File: config.mk
export PLATFORM = sky130hd
export DESIGN_NAME = axil_slave_frontend_flat
export DESIGN_NICKNAME = d
export VERILOG_FILES = /design/src/rtl/axil_fe_pkg.sv /design/src/rtl/axil_slave_frontend_if.sv /design/src/rtl/axil_slave_frontend.sv /design/src/flat_wrapper.sv
export SDC_FILE = /design/constraint.sdc
export NUM_CORES = 1
export LEC_CHECK = 0
export ABC_AREA = 1
export CORE_UTILIZATION = 41
export DETAILED_ROUTE_END_ITERATION = 8
export PLACE_DENSITY = 0.88
export SETUP_SLACK_MARGIN = 0.1
export SKIP_LAST_GASP = 1
export SLEW_MARGIN = 20
export SYNTH_ARGS = -nofsm -noshare
export SYNTH_HDL_FRONTEND = slang
export SYNTH_SLANG_ARGS = --single-unit
File: constraint.sdc
create_clock -name AXI_CLK -period 3.1 [get_ports AXI_CLK]
set_clock_uncertainty 0.1 [all_clocks]
set_input_delay 0.62 -clock AXI_CLK [delete_from_list [all_inputs] [get_ports AXI_CLK]]
set_output_delay 0.62 -clock AXI_CLK [all_outputs]
set_load 0.005 [all_outputs]
File: src/rtl/axil_fe_pkg.sv
// Shared types and constants for the AXI4-Lite slave front-end.
// The direction encodings are shared with the SDRAM-side consumer.
package axil_fe_pkg;

  typedef enum logic [2:0] {
    IDLE,
    WR_CAPT,
    WR_PUSH,
    WR_RESP,
    RD_PUSH,
    RD_WAIT,
    RD_POP,
    RD_RESP
  } state_t;

  localparam logic [1:0] RESP_OKAY = 2'b00;
  localparam logic       RW_WRITE  = 1'b1;
  localparam logic       RW_READ   = 1'b0;

endpackage

File: src/rtl/axil_slave_frontend_if.sv
// AXI4-Lite bus bundle: AW, W, B, AR and R channels.
// master drives requests and response readies; slave the rest.
interface axil_slave_frontend_if #(
  parameter int SIZE = 32
) ();

  logic [SIZE-1:0] AWADDR;
  logic            AWVALID;
  logic            AWREADY;
  logic [SIZE-1:0] WDATA;
  logic            WVALID;
  logic            WREADY;
  logic [1:0]      BRESP;
  logic            BVALID;
  logic            BREADY;
  logic [SIZE-1:0] ARADDR;
  logic            ARVALID;
  logic            ARREADY;
  logic [SIZE-1:0] RDATA;
  logic [1:0]      RRESP;
  logic            RVALID;
  logic            RREADY;

  modport master (
    output AWADDR, AWVALID, WDATA, WVALID,
    output BREADY, ARADDR, ARVALID, RREADY,
    input  AWREADY, WREADY, BRESP, BVALID,
    input  ARREADY, RDATA, RRESP, RVALID
  );

  modport slave (
    input  AWADDR, AWVALID, WDATA, WVALID,
    input  BREADY, ARADDR, ARVALID, RREADY,
    output AWREADY, WREADY, BRESP, BVALID,
    output ARREADY, RDATA, RRESP, RVALID
  );

endinterface

File: src/rtl/axil_slave_frontend.sv
// AXI4-Lite slave front-end: one transaction in flight, pushes
// addr/data/direction into CDC FIFOs, pops read data, answers B/R.
// Ports: AXI_CLK, ARESET (sync, high), axi (slave bus bundle),
// AXIL_* FIFO push/pop strobes and data, FIFO full/empty flags.
module axil_slave_frontend
  import axil_fe_pkg::*;
#(
  parameter int SIZE = 32
) (
  input  logic            AXI_CLK,
  input  logic            ARESET,
  axil_slave_frontend_if.slave axi,
  output logic            AXIL_WR_ADDR_EN,
  output logic [SIZE-1:0] AXIL_WR_ADDR_IN,
  output logic            AXIL_WR_DATA_EN,
  output logic [SIZE-1:0] AXIL_WR_DATA_IN,
  output logic            AXIL_RD_ADDR_EN,
  output logic [SIZE-1:0] AXIL_RD_ADDR_IN,
  output logic            AXIL_RW_EN,
  output logic            AXIL_RW_IN,
  output logic            AXIL_RD_DATA_EN,
  input  logic [SIZE-1:0] AXIL_RD_DATA_OUT,
  input  logic            WADDR_FIFO_FULL,
  input  logic            WDATA_FIFO_FULL,
  input  logic            RADDR_FIFO_FULL,
  input  logic            RW_FIFO_FULL,
  input  logic            RDATA_FIFO_EMPTY
);

  state_t state_q, state_d;

  logic            aw_got_q, w_got_q;
  logic            last_wr_q;
  logic [SIZE-1:0] waddr_q, wdata_q, raddr_q;
  logic [SIZE-1:0] rdata_q;

  logic is_idle, is_capt;
  logic wr_pend, rd_pend;
  logic wr_gnt, rd_gnt;
  logic aw_rdy, w_rdy, ar_rdy;
  logic aw_hs, w_hs, ar_hs;
  logic wr_push, rd_push, rd_pop;

  assign is_idle = (state_q == IDLE);
  assign is_capt = (state_q == WR_CAPT);

  // Round-robin: on a tie, the side not served last wins.
  assign wr_pend = axi.AWVALID | axi.WVALID;
  assign rd_pend = axi.ARVALID;
  assign wr_gnt  = wr_pend & (~rd_pend | ~last_wr_q);
  assign rd_gnt  = rd_pend & ~wr_gnt;

  assign aw_rdy = (is_idle & wr_gnt) | (is_capt & ~aw_got_q);
  assign w_rdy  = (is_idle & wr_gnt) | (is_capt & ~w_got_q);
  assign ar_rdy = is_idle & rd_gnt;

  assign aw_hs = axi.AWVALID & aw_rdy;
  assign w_hs  = axi.WVALID & w_rdy;
  assign ar_hs = axi.ARVALID & ar_rdy;

  assign wr_push = (state_q == WR_PUSH) & ~WADDR_FIFO_FULL
                 & ~WDATA_FIFO_FULL & ~RW_FIFO_FULL;
  assign rd_push = (state_q == RD_PUSH) & ~RADDR_FIFO_FULL
                 & ~RW_FIFO_FULL;
  assign rd_pop  = (state_q == RD_WAIT) & ~RDATA_FIFO_EMPTY;

  always_comb begin
    state_d = state_q;
    unique case (state_q)
      IDLE: begin
        if (wr_gnt) begin
          state_d = (aw_hs & w_hs) ? WR_PUSH : WR_CAPT;
        end else if (ar_hs) begin
          state_d = RD_PUSH;
        end
      end
      WR_CAPT: begin
        if ((aw_got_q | aw_hs) & (w_got_q | w_hs)) begin
          state_d = WR_PUSH;
        end
      end
      WR_PUSH: if (wr_push) state_d = WR_RESP;
      WR_RESP: if (axi.BREADY) state_d = IDLE;
      RD_PUSH: if (rd_push) state_d = RD_WAIT;
      RD_WAIT: if (rd_pop) state_d = RD_POP;
      RD_POP:  state_d = RD_RESP;
      RD_RESP: if (axi.RREADY) state_d = IDLE;
      default: state_d = IDLE;
    endcase
  end

  always_ff @(posedge AXI_CLK) begin
    if (ARESET) begin
      state_q   <= IDLE;
      aw_got_q  <= 1'b0;
      w_got_q   <= 1'b0;
      last_wr_q <= 1'b0;
      waddr_q   <= '0;
      wdata_q   <= '0;
      raddr_q   <= '0;
      rdata_q   <= '0;
    end else begin
      state_q <= state_d;
      if (aw_hs) waddr_q <= axi.AWADDR;
      if (w_hs)  wdata_q <= axi.WDATA;
      if (ar_hs) raddr_q <= axi.ARADDR;
      if (wr_push) begin
        aw_got_q <= 1'b0;
        w_got_q  <= 1'b0;
      end else begin
        if (aw_hs) aw_got_q <= 1'b1;
        if (w_hs)  w_got_q  <= 1'b1;
      end
      if (is_idle & wr_gnt) begin
        last_wr_q <= 1'b1;
      end else if (ar_hs) begin
        last_wr_q <= 1'b0;
      end
      // FIFO output is valid the cycle after the pop.
      if (state_q == RD_POP) rdata_q <= AXIL_RD_DATA_OUT;
    end
  end

  assign axi.AWREADY = aw_rdy;
  assign axi.WREADY  = w_rdy;
  assign axi.ARREADY = ar_rdy;
  assign axi.BVALID  = (state_q == WR_RESP);
  assign axi.BRESP   = RESP_OKAY;
  assign axi.RVALID  = (state_q == RD_RESP);
  assign axi.RRESP   = RESP_OKAY;
  assign axi.RDATA   = rdata_q;

  assign AXIL_WR_ADDR_EN = wr_push;
  assign AXIL_WR_DATA_EN = wr_push;
  assign AXIL_RD_ADDR_EN = rd_push;
  assign AXIL_RW_EN      = wr_push | rd_push;
  assign AXIL_RW_IN      = (state_q == WR_PUSH) ? RW_WRITE : RW_READ;
  assign AXIL_RD_DATA_EN = rd_pop;
  assign AXIL_WR_ADDR_IN = waddr_q;
  assign AXIL_WR_DATA_IN = wdata_q;
  assign AXIL_RD_ADDR_IN = raddr_q;

endmodule

File: src/flat_wrapper.sv
// flat-port wrapper written by rule: the top's interface ports become plain ports
module axil_slave_frontend_flat import axil_fe_pkg::*;
#(
  parameter int SIZE = 32
)
  (AXI_CLK, ARESET, AXIL_WR_ADDR_EN, AXIL_WR_ADDR_IN, AXIL_WR_DATA_EN, AXIL_WR_DATA_IN, AXIL_RD_ADDR_EN, AXIL_RD_ADDR_IN, AXIL_RW_EN, AXIL_RW_IN, AXIL_RD_DATA_EN, AXIL_RD_DATA_OUT, WADDR_FIFO_FULL, WDATA_FIFO_FULL, RADDR_FIFO_FULL, RW_FIFO_FULL, RDATA_FIFO_EMPTY, axi_AWADDR, axi_AWVALID, axi_WDATA, axi_WVALID, axi_BREADY, axi_ARADDR, axi_ARVALID, axi_RREADY, axi_AWREADY, axi_WREADY, axi_BRESP, axi_BVALID, axi_ARREADY, axi_RDATA, axi_RRESP, axi_RVALID);
  axil_slave_frontend_if #(.SIZE(SIZE)) axi_i ();
  input  logic AXI_CLK;
  input  logic ARESET;
  output logic AXIL_WR_ADDR_EN;
  output logic [SIZE-1:0] AXIL_WR_ADDR_IN;
  output logic AXIL_WR_DATA_EN;
  output logic [SIZE-1:0] AXIL_WR_DATA_IN;
  output logic AXIL_RD_ADDR_EN;
  output logic [SIZE-1:0] AXIL_RD_ADDR_IN;
  output logic AXIL_RW_EN;
  output logic AXIL_RW_IN;
  output logic AXIL_RD_DATA_EN;
  input  logic [SIZE-1:0] AXIL_RD_DATA_OUT;
  input  logic WADDR_FIFO_FULL;
  input  logic WDATA_FIFO_FULL;
  input  logic RADDR_FIFO_FULL;
  input  logic RW_FIFO_FULL;
  input  logic RDATA_FIFO_EMPTY;
  input wire logic [$bits(axi_i.AWADDR)-1:0] axi_AWADDR;
  input wire logic [$bits(axi_i.AWVALID)-1:0] axi_AWVALID;
  input wire logic [$bits(axi_i.WDATA)-1:0] axi_WDATA;
  input wire logic [$bits(axi_i.WVALID)-1:0] axi_WVALID;
  input wire logic [$bits(axi_i.BREADY)-1:0] axi_BREADY;
  input wire logic [$bits(axi_i.ARADDR)-1:0] axi_ARADDR;
  input wire logic [$bits(axi_i.ARVALID)-1:0] axi_ARVALID;
  input wire logic [$bits(axi_i.RREADY)-1:0] axi_RREADY;
  output wire logic [$bits(axi_i.AWREADY)-1:0] axi_AWREADY;
  output wire logic [$bits(axi_i.WREADY)-1:0] axi_WREADY;
  output wire logic [$bits(axi_i.BRESP)-1:0] axi_BRESP;
  output wire logic [$bits(axi_i.BVALID)-1:0] axi_BVALID;
  output wire logic [$bits(axi_i.ARREADY)-1:0] axi_ARREADY;
  output wire logic [$bits(axi_i.RDATA)-1:0] axi_RDATA;
  output wire logic [$bits(axi_i.RRESP)-1:0] axi_RRESP;
  output wire logic [$bits(axi_i.RVALID)-1:0] axi_RVALID;
  assign axi_i.AWADDR = axi_AWADDR;
  assign axi_i.AWVALID = axi_AWVALID;
  assign axi_i.WDATA = axi_WDATA;
  assign axi_i.WVALID = axi_WVALID;
  assign axi_i.BREADY = axi_BREADY;
  assign axi_i.ARADDR = axi_ARADDR;
  assign axi_i.ARVALID = axi_ARVALID;
  assign axi_i.RREADY = axi_RREADY;
  assign axi_AWREADY = axi_i.AWREADY;
  assign axi_WREADY = axi_i.WREADY;
  assign axi_BRESP = axi_i.BRESP;
  assign axi_BVALID = axi_i.BVALID;
  assign axi_ARREADY = axi_i.ARREADY;
  assign axi_RDATA = axi_i.RDATA;
  assign axi_RRESP = axi_i.RRESP;
  assign axi_RVALID = axi_i.RVALID;
  axil_slave_frontend #(.SIZE(SIZE)) u_core (.AXI_CLK(AXI_CLK), .ARESET(ARESET), .axi(axi_i), .AXIL_WR_ADDR_EN(AXIL_WR_ADDR_EN), .AXIL_WR_ADDR_IN(AXIL_WR_ADDR_IN), .AXIL_WR_DATA_EN(AXIL_WR_DATA_EN), .AXIL_WR_DATA_IN(AXIL_WR_DATA_IN), .AXIL_RD_ADDR_EN(AXIL_RD_ADDR_EN), .AXIL_RD_ADDR_IN(AXIL_RD_ADDR_IN), .AXIL_RW_EN(AXIL_RW_EN), .AXIL_RW_IN(AXIL_RW_IN), .AXIL_RD_DATA_EN(AXIL_RD_DATA_EN), .AXIL_RD_DATA_OUT(AXIL_RD_DATA_OUT), .WADDR_FIFO_FULL(WADDR_FIFO_FULL), .WDATA_FIFO_FULL(WDATA_FIFO_FULL), .RADDR_FIFO_FULL(RADDR_FIFO_FULL), .RW_FIFO_FULL(RW_FIFO_FULL), .RDATA_FIFO_EMPTY(RDATA_FIFO_EMPTY));
endmodule
==> results of run 1 <==
==> through the flow <==
step / cells / utilization
2_1_floorplan: 663 / -
3_3_place_gp: 1051 / 0.6756
3_5_place_dp: 1051 / 0.6756
4_1_cts: 1083 / 0.7294
5_1_grt: 1083 / 0.7302
6_report: 1083 / 0.7302
==> kinds of logic (layout without fill, tap and decap cells) <==
logic type      Yosys count  in the layout  share of synthesized area
flops                   134            134                     0.5360
compound gates          137            137                     0.1390
simple gates            325            325                     0.2670
other cells               1              4                  0.0007493
buf+inv                  63            340                    0.05725
==> state kept, by name, summed over array words and instances (netlist names) <==
signal and flops:
u_core.AXIL_RD_ADDR_IN 32, u_core.state_q 3, u_core.AXIL_WR_ADDR_IN 32, u_core.aw_got_q 1, u_core.w_got_q 1, u_core.AXIL_WR_DATA_IN 32, u_core.axi.RDATA 32, u_core.last_wr_q 1
==> critical path, cell delays in order <==
cell             delay, ns
clkdlybuf4s50_1       0.60
nor2_1                0.08
nor2_1                0.21
nand2_4               0.10
nand2_2               0.08
clkdlybuf4s50_1       0.53
==> final timing paths <==
kind         cells past startpoint                   end                  from  slack, ns
min                              2  u_core.axi.RDATA[27]  u_core.axi.RDATA[27]       0.36
max                              6           axi_AWREADY           axi_AWVALID       0.14
min reg2reg                      2  u_core.axi.RDATA[27]  u_core.axi.RDATA[27]       0.36
max reg2reg                     13     u_core.state_q[0]     u_core.state_q[2]       0.78
==> area by class of cell <==
| class | instances | area [µm²] | area share |
|---|---|---|---|
| timing repair buffer | 294 | 2915 | 0.3423 |
| sequential | 134 | 2683 | 0.3150 |
| multi-input combinational | 466 | 2061 | 0.2420 |
| clock buffer | 19 | 442.9 | 0.05201 |
| clock inverter | 13 | 180.2 | 0.02116 |
| tap | 143 | 178.9 | 0.02101 |
| inverter | 14 | 55.05 | 0.006465 |
==> synthesized netlist by cell type (4+ instances only) <==
cell	n
a21oi_1	35
buf_2	17
buf_4	7
clkbuf_1	25
dfxtp_1	134
inv_1	10
nand2_1	58
nand2_2	8
nand3_1	34
nor2_1	212
nor2_4	4
nor3_1	4
o21ai_0	97
==> metal layers <==
| layer | GRT usage | wire, µm | up-vias |
|---|---|---|---|
| met5 | 0 | 0 | - |
| met4 | 0.1307 | 526 | 0 |
| met3 | 0.09449 | 1411 | 40 |
| met2 | 0.4402 | 7843 | 245 |
| met1 | 0.3018 | 6607 | 2424 |
| li1 | - | - | 2649 |
==> power groups by stage <==
| stage | logic, mW | registers [mW] | clock network (mW) |
|---|---|---|---|
| after floorplan | 1.04 | 2.35 | 0 |
| after global placement | 2.22 | 2.34 | 0 |
| after detailed placement | 2.25 | 2.35 | 0 |
| after CTS | 2.27 | 2.32 | 2.14 |
| after global routing | 2.52 | 2.37 | 2.23 |
| final | 2.26 | 2.32 | 2.10 |
==> metrics.csv, run 1 <==
metric;value;unit
status;complete, no violations;
swShare;0.3068;
cts_resized;1;
ctsHtreeMaxLevel;4;
seqPwrFrac;0.347;
pwr-share-clk;0.315;
period_share;0.9535;
synth_area_leaders;dfxtp_1, nor2_1, o21ai_0;
synth-edff-count;0;
io_buffers;278;
gp_congestion;0.7835;
syn_avg_cell_area;7.583;µm²
most-common-layout-cells;clkdlybuf4s50_1, nor2_1, dfxtp_1, o21ai_0, nand2_1;
setup_slack;0.1443;ns
area_growth;70.15;%
grt.total_usage;0.2647;
hpwl;11.44;mm
avgRoutedWirePerCell;15.13;µm
place_area;0.007879;mm²
power;6.684;mW
p_switching;2.051;mW
tritoncts;yes;
worstMarginPinSlew;0.7476;ns
yosysTopAreaCellShare;0.5360;
syn_area;0.005005;mm²
fin_nets;1067;
p_leak;3.321;nW
cts_setup_buffers;0;
start_kind;input pin;
max_slew_margin;0.5004;
final-max-slew-violation-count;0;
antenna_found_initial;0;
intPower;4.633;mW
maxCapViolations;0;
synth_flop_cell;dfxtp_1;
yosys.area.top_type;dfxtp_1;
via_per_inst;4.947;
synthArstFlopShare;0;
drive_gt1_frac;0.07553;
setup_viol;0;
first_global_vias;5276;
grt_pass1_wl;25.93;mm
grt_start_max_net_pins;54;
synth_seq_area_share;0.5360;
path_clk_slew;0.06;ns
post-route-drc-count;0;
firstDrtPassIters;5;
setup.worst_path.end_class;primary output;
finalHoldViolCount;0;
initial_utilization;0.4291;
cts.sink_count;134;
drt-total-wl;16.39;mm
cts.path.max_buffers;2;
die_area;0.01265;mm²
fillCellCount;880;
cp.arrival;2.24;ns
synthDistinctLibCells;23;
drtIter0Drc;403;
combPwrFrac;0.338;
vias;5358;
ant_nets;0;
fin_crit;2.956;ns
rsz0062_at_grt;no;
dpl_worst_slack;0.04334;ns
fin_hold_ws;0.3604;ns
row_count;39;
hp-class;reg2reg;
fmax;0.3383;GHz
fin_area;0.008516;mm²
core_region_area;0.01166;mm²
worstPathRequired;2.38;ns
hold_buffers;0;
ys.warnings.count;0;
cp_max_fo;5;
diodes;0;
chipWidth;112.5;µm
p_per_area;784.9;mW/mm²
numCtsBuffers;17;
synth.ff_latch_count;134;
final_common_cell;clkdlybuf4s50_1;
critPathKind;in2out;
clock-root-buffer;clkbuf_16;
synthCells;660;
pin_count;283;
die_y;112.5;µm
setup_tns;0;ns
vdd_drop_max;499.8;µV
clock_latency;0.41;ns
grt-ovfl-total;0;
(Power assumes the default switching activity.)
==> run 2: changes to the inputs <==
--- a/config.mk
+++ b/config.mk
@@ -8,6 +8,7 @@
 export ABC_AREA = 1
 export CORE_UTILIZATION = 41
 export DETAILED_ROUTE_END_ITERATION = 8
+export GPL_TIMING_DRIVEN = 0
 export PLACE_DENSITY = 0.88
 export SETUP_SLACK_MARGIN = 0.1
 export SKIP_LAST_GASP = 1
==> metrics.csv, run 2 (synthesis results as in run 1) <==
metric;value;unit;change
status;complete, no violations;;
critPathKind;in2out;;
busiest_layer;met2;;
crit_cells;7;;+1
drt-total-wl;16.64;mm;+1.5%
rsz0062_at_grt;yes;;
worstMarginPinSlew;0.5406;ns;-0.2070 ns
path_clk_slew;0.06;ns;about the same
io_buffers;277;;-0.36%
setup_tns;0;ns;unchanged
fin_nets;1102;;+3.3%
reg2reg_depth;11;;-2
p_switching;2.039;mW;-0.61%
grt_start_max_net_pins;17;;-69%
cpMostUsedCell;clkdlybuf4s50_1;;
first_global_vias;5186;;-1.7%
finish.utilization;0.7389;;+0.008690
tritoncts;yes;;
drive_gt1_frac;0.08419;;+0.008657
vdd_drop_max;420.0;µV;-16%
p_per_area;770.2;mW/mm²;-1.9%
chipWidth;112.5;µm;unchanged
swShare;0.3072;;+0.0003266
worst-path-buf-inv;3;;+1
grt-ovfl-total;0;;unchanged
setup_viol;0;;unchanged
clock_latency;0.41;ns;about the same
final_common_cell;clkdlybuf4s50_1;;
cp_cell_sequence;clkdlybuf4s50_1 > nand2_1 > o21ai_2 > nand2_2 > nor2_4 > buf_6 > clkdlybuf4s50_1;;
vias;5486;;+2.4%
critical_path.top_delay_family;buffers and inverters;;
row_count;39;;unchanged
area_growth;72.17;%;
die_area;0.01265;mm²;unchanged
clock-root-buffer;clkbuf_16;;
cp_slowest_stage_delay;0.51;ns;-0.09 ns
gr-usage-met3;0.09611;;+0.001620
combPwrFrac;0.351;;+0.013
setup.worst_path.end_class;primary output;;
ctsHtreeMaxLevel;4;;unchanged
period_share;0.9502;;-0.003227
diodes;0;;unchanged
cts.sink_count;134;;unchanged
use_met1;0.2904;;-0.01143
seqPwrFrac;0.346;;about the same
most-common-layout-cells;clkdlybuf4s50_1, nor2_1, dfxtp_1, o21ai_0, nand2_1;;
dpl_worst_slack;-0.3252;ns;-0.3685 ns
fin_crit;2.946;ns;-0.01000 ns
pin_count;283;;unchanged
hpwl;12.16;mm;+6.3%
cp_max_fo;10;;+5
post-route-drc-count;0;;unchanged
numCtsBuffers;17;;unchanged
via_per_inst;4.911;;-0.73%
fin_hold_ws;0.3573;ns;-0.003118 ns
grt_use_met2;0.4667;;+0.02650
grt_pass1_wl;26.03;mm;+0.40%
initial_utilization;0.4291;;unchanged
start_kind;input pin;;
fmax;0.3395;GHz;+0.34%
die_y;112.5;µm;unchanged
setup_slack;0.1543;ns;+0.01000 ns
intPower;4.598;mW;-0.76%
cpMaxStageDelayCell;clkdlybuf4s50_1;;
finalHoldViolCount;0;;unchanged
avgRoutedWirePerCell;14.89;µm;-1.6%
drtIter0Drc;373;;-7.4%
cp.arrival;2.23;ns;about the same
antenna_found_initial;0;;unchanged
whs_path_depth;2;;unchanged
final-max-slew-violation-count;0;;unchanged
ant_nets;0;;unchanged
pwr-share-clk;0.303;;-0.012
grt.total_usage;0.2654;;+0.0007289
maxCapViolations;0;;unchanged
r2r_slack;1.25;ns;+0.47 ns
cts.path.max_buffers;2;;unchanged
worstPathRequired;2.38;ns;about the same
gp_congestion;0.8291;;+5.8%
p_leak;3.395;nW;+2.2%
max_slew_margin;0.6396;;+0.1392
power;6.636;mW;-0.72%
firstDrtPassIters;4;;-1
hp-class;reg2reg;;
core_region_area;0.01166;mm²;unchanged
[run 2: changes by cell type in the layout (fill, tap and decap cells not counted), sizes merged]
cell           change
clkdlybuf4s50      -3
dlymetal6s2s       +1
clkinv             -1
dlygate4sd2        +1
bufinv             -1
clkbuf            +28
buf               +11
clkinvlp           -2
[run 2: per-stage QoR]
stage / instances / cell area, µm²
5_1_grt: 1117 / 8617
6_report: 1117 / 8617
3_5_place_dp: 1083 / 7968
4_1_cts: 1117 / 8608
3_3_place_gp: 1083 / 7968
2_1_floorplan: 663 / 5016
[run 2: final timing paths]
check | from | to
setup reg to reg | u_core.state_q[2] | u_core.AXIL_RD_ADDR_IN[14]
hold / removal | u_core.axi.RDATA[20] | u_core.axi.RDATA[20]
setup / recovery | axi_ARVALID | axi_ARREADY
hold reg to reg | u_core.axi.RDATA[20] | u_core.axi.RDATA[20]
[run 2: what timing repair did]
item	4_1_cts	5_1_grt
hold buffers	0	0
pin swaps	2	1
endpoints found under the setup margin	4	5
setup buffers	3	0
hold endpoints to repair	0	0
resized for setup	8	3
[run 2: per-layer routing]
layer,routed length [µm],vias up
li1,-,2722
met1,6615,2504
met2,8284,240
met3,1407,20
met4,327,0
met5,0,-
[run 2: worst min-delay path: cells and delay by family, from the launching register on]
kind               cells  cell delay, ns
and+or+nand+nor        1            0.06
DFF                    1            0.31
AOI/OAI and AO/OA      1            0.05
[run 2: power by group through the flow]
stage | clock network (mW) | logic (mW) | registers (mW)
finish | 2.01 | 2.33 | 2.30
CTS | 2.04 | 2.33 | 2.30
global placement | 0 | 2.26 | 2.31
global route | 2.12 | 2.58 | 2.34
floorplan | 0 | 1.04 | 2.35
detailed placement | 0 | 2.29 | 2.33
[run 2: cell type report]
class                      instances  area [µm²]
tap                              143       178.9
inverter                          14       55.05
clock inverter                     9       126.4
fill                             890        3045
sequential                       134        2683
timing repair buffer             280        2796
multi-input combinational        466        2076
clock buffer                      22       464.2
buffer                            49       237.7
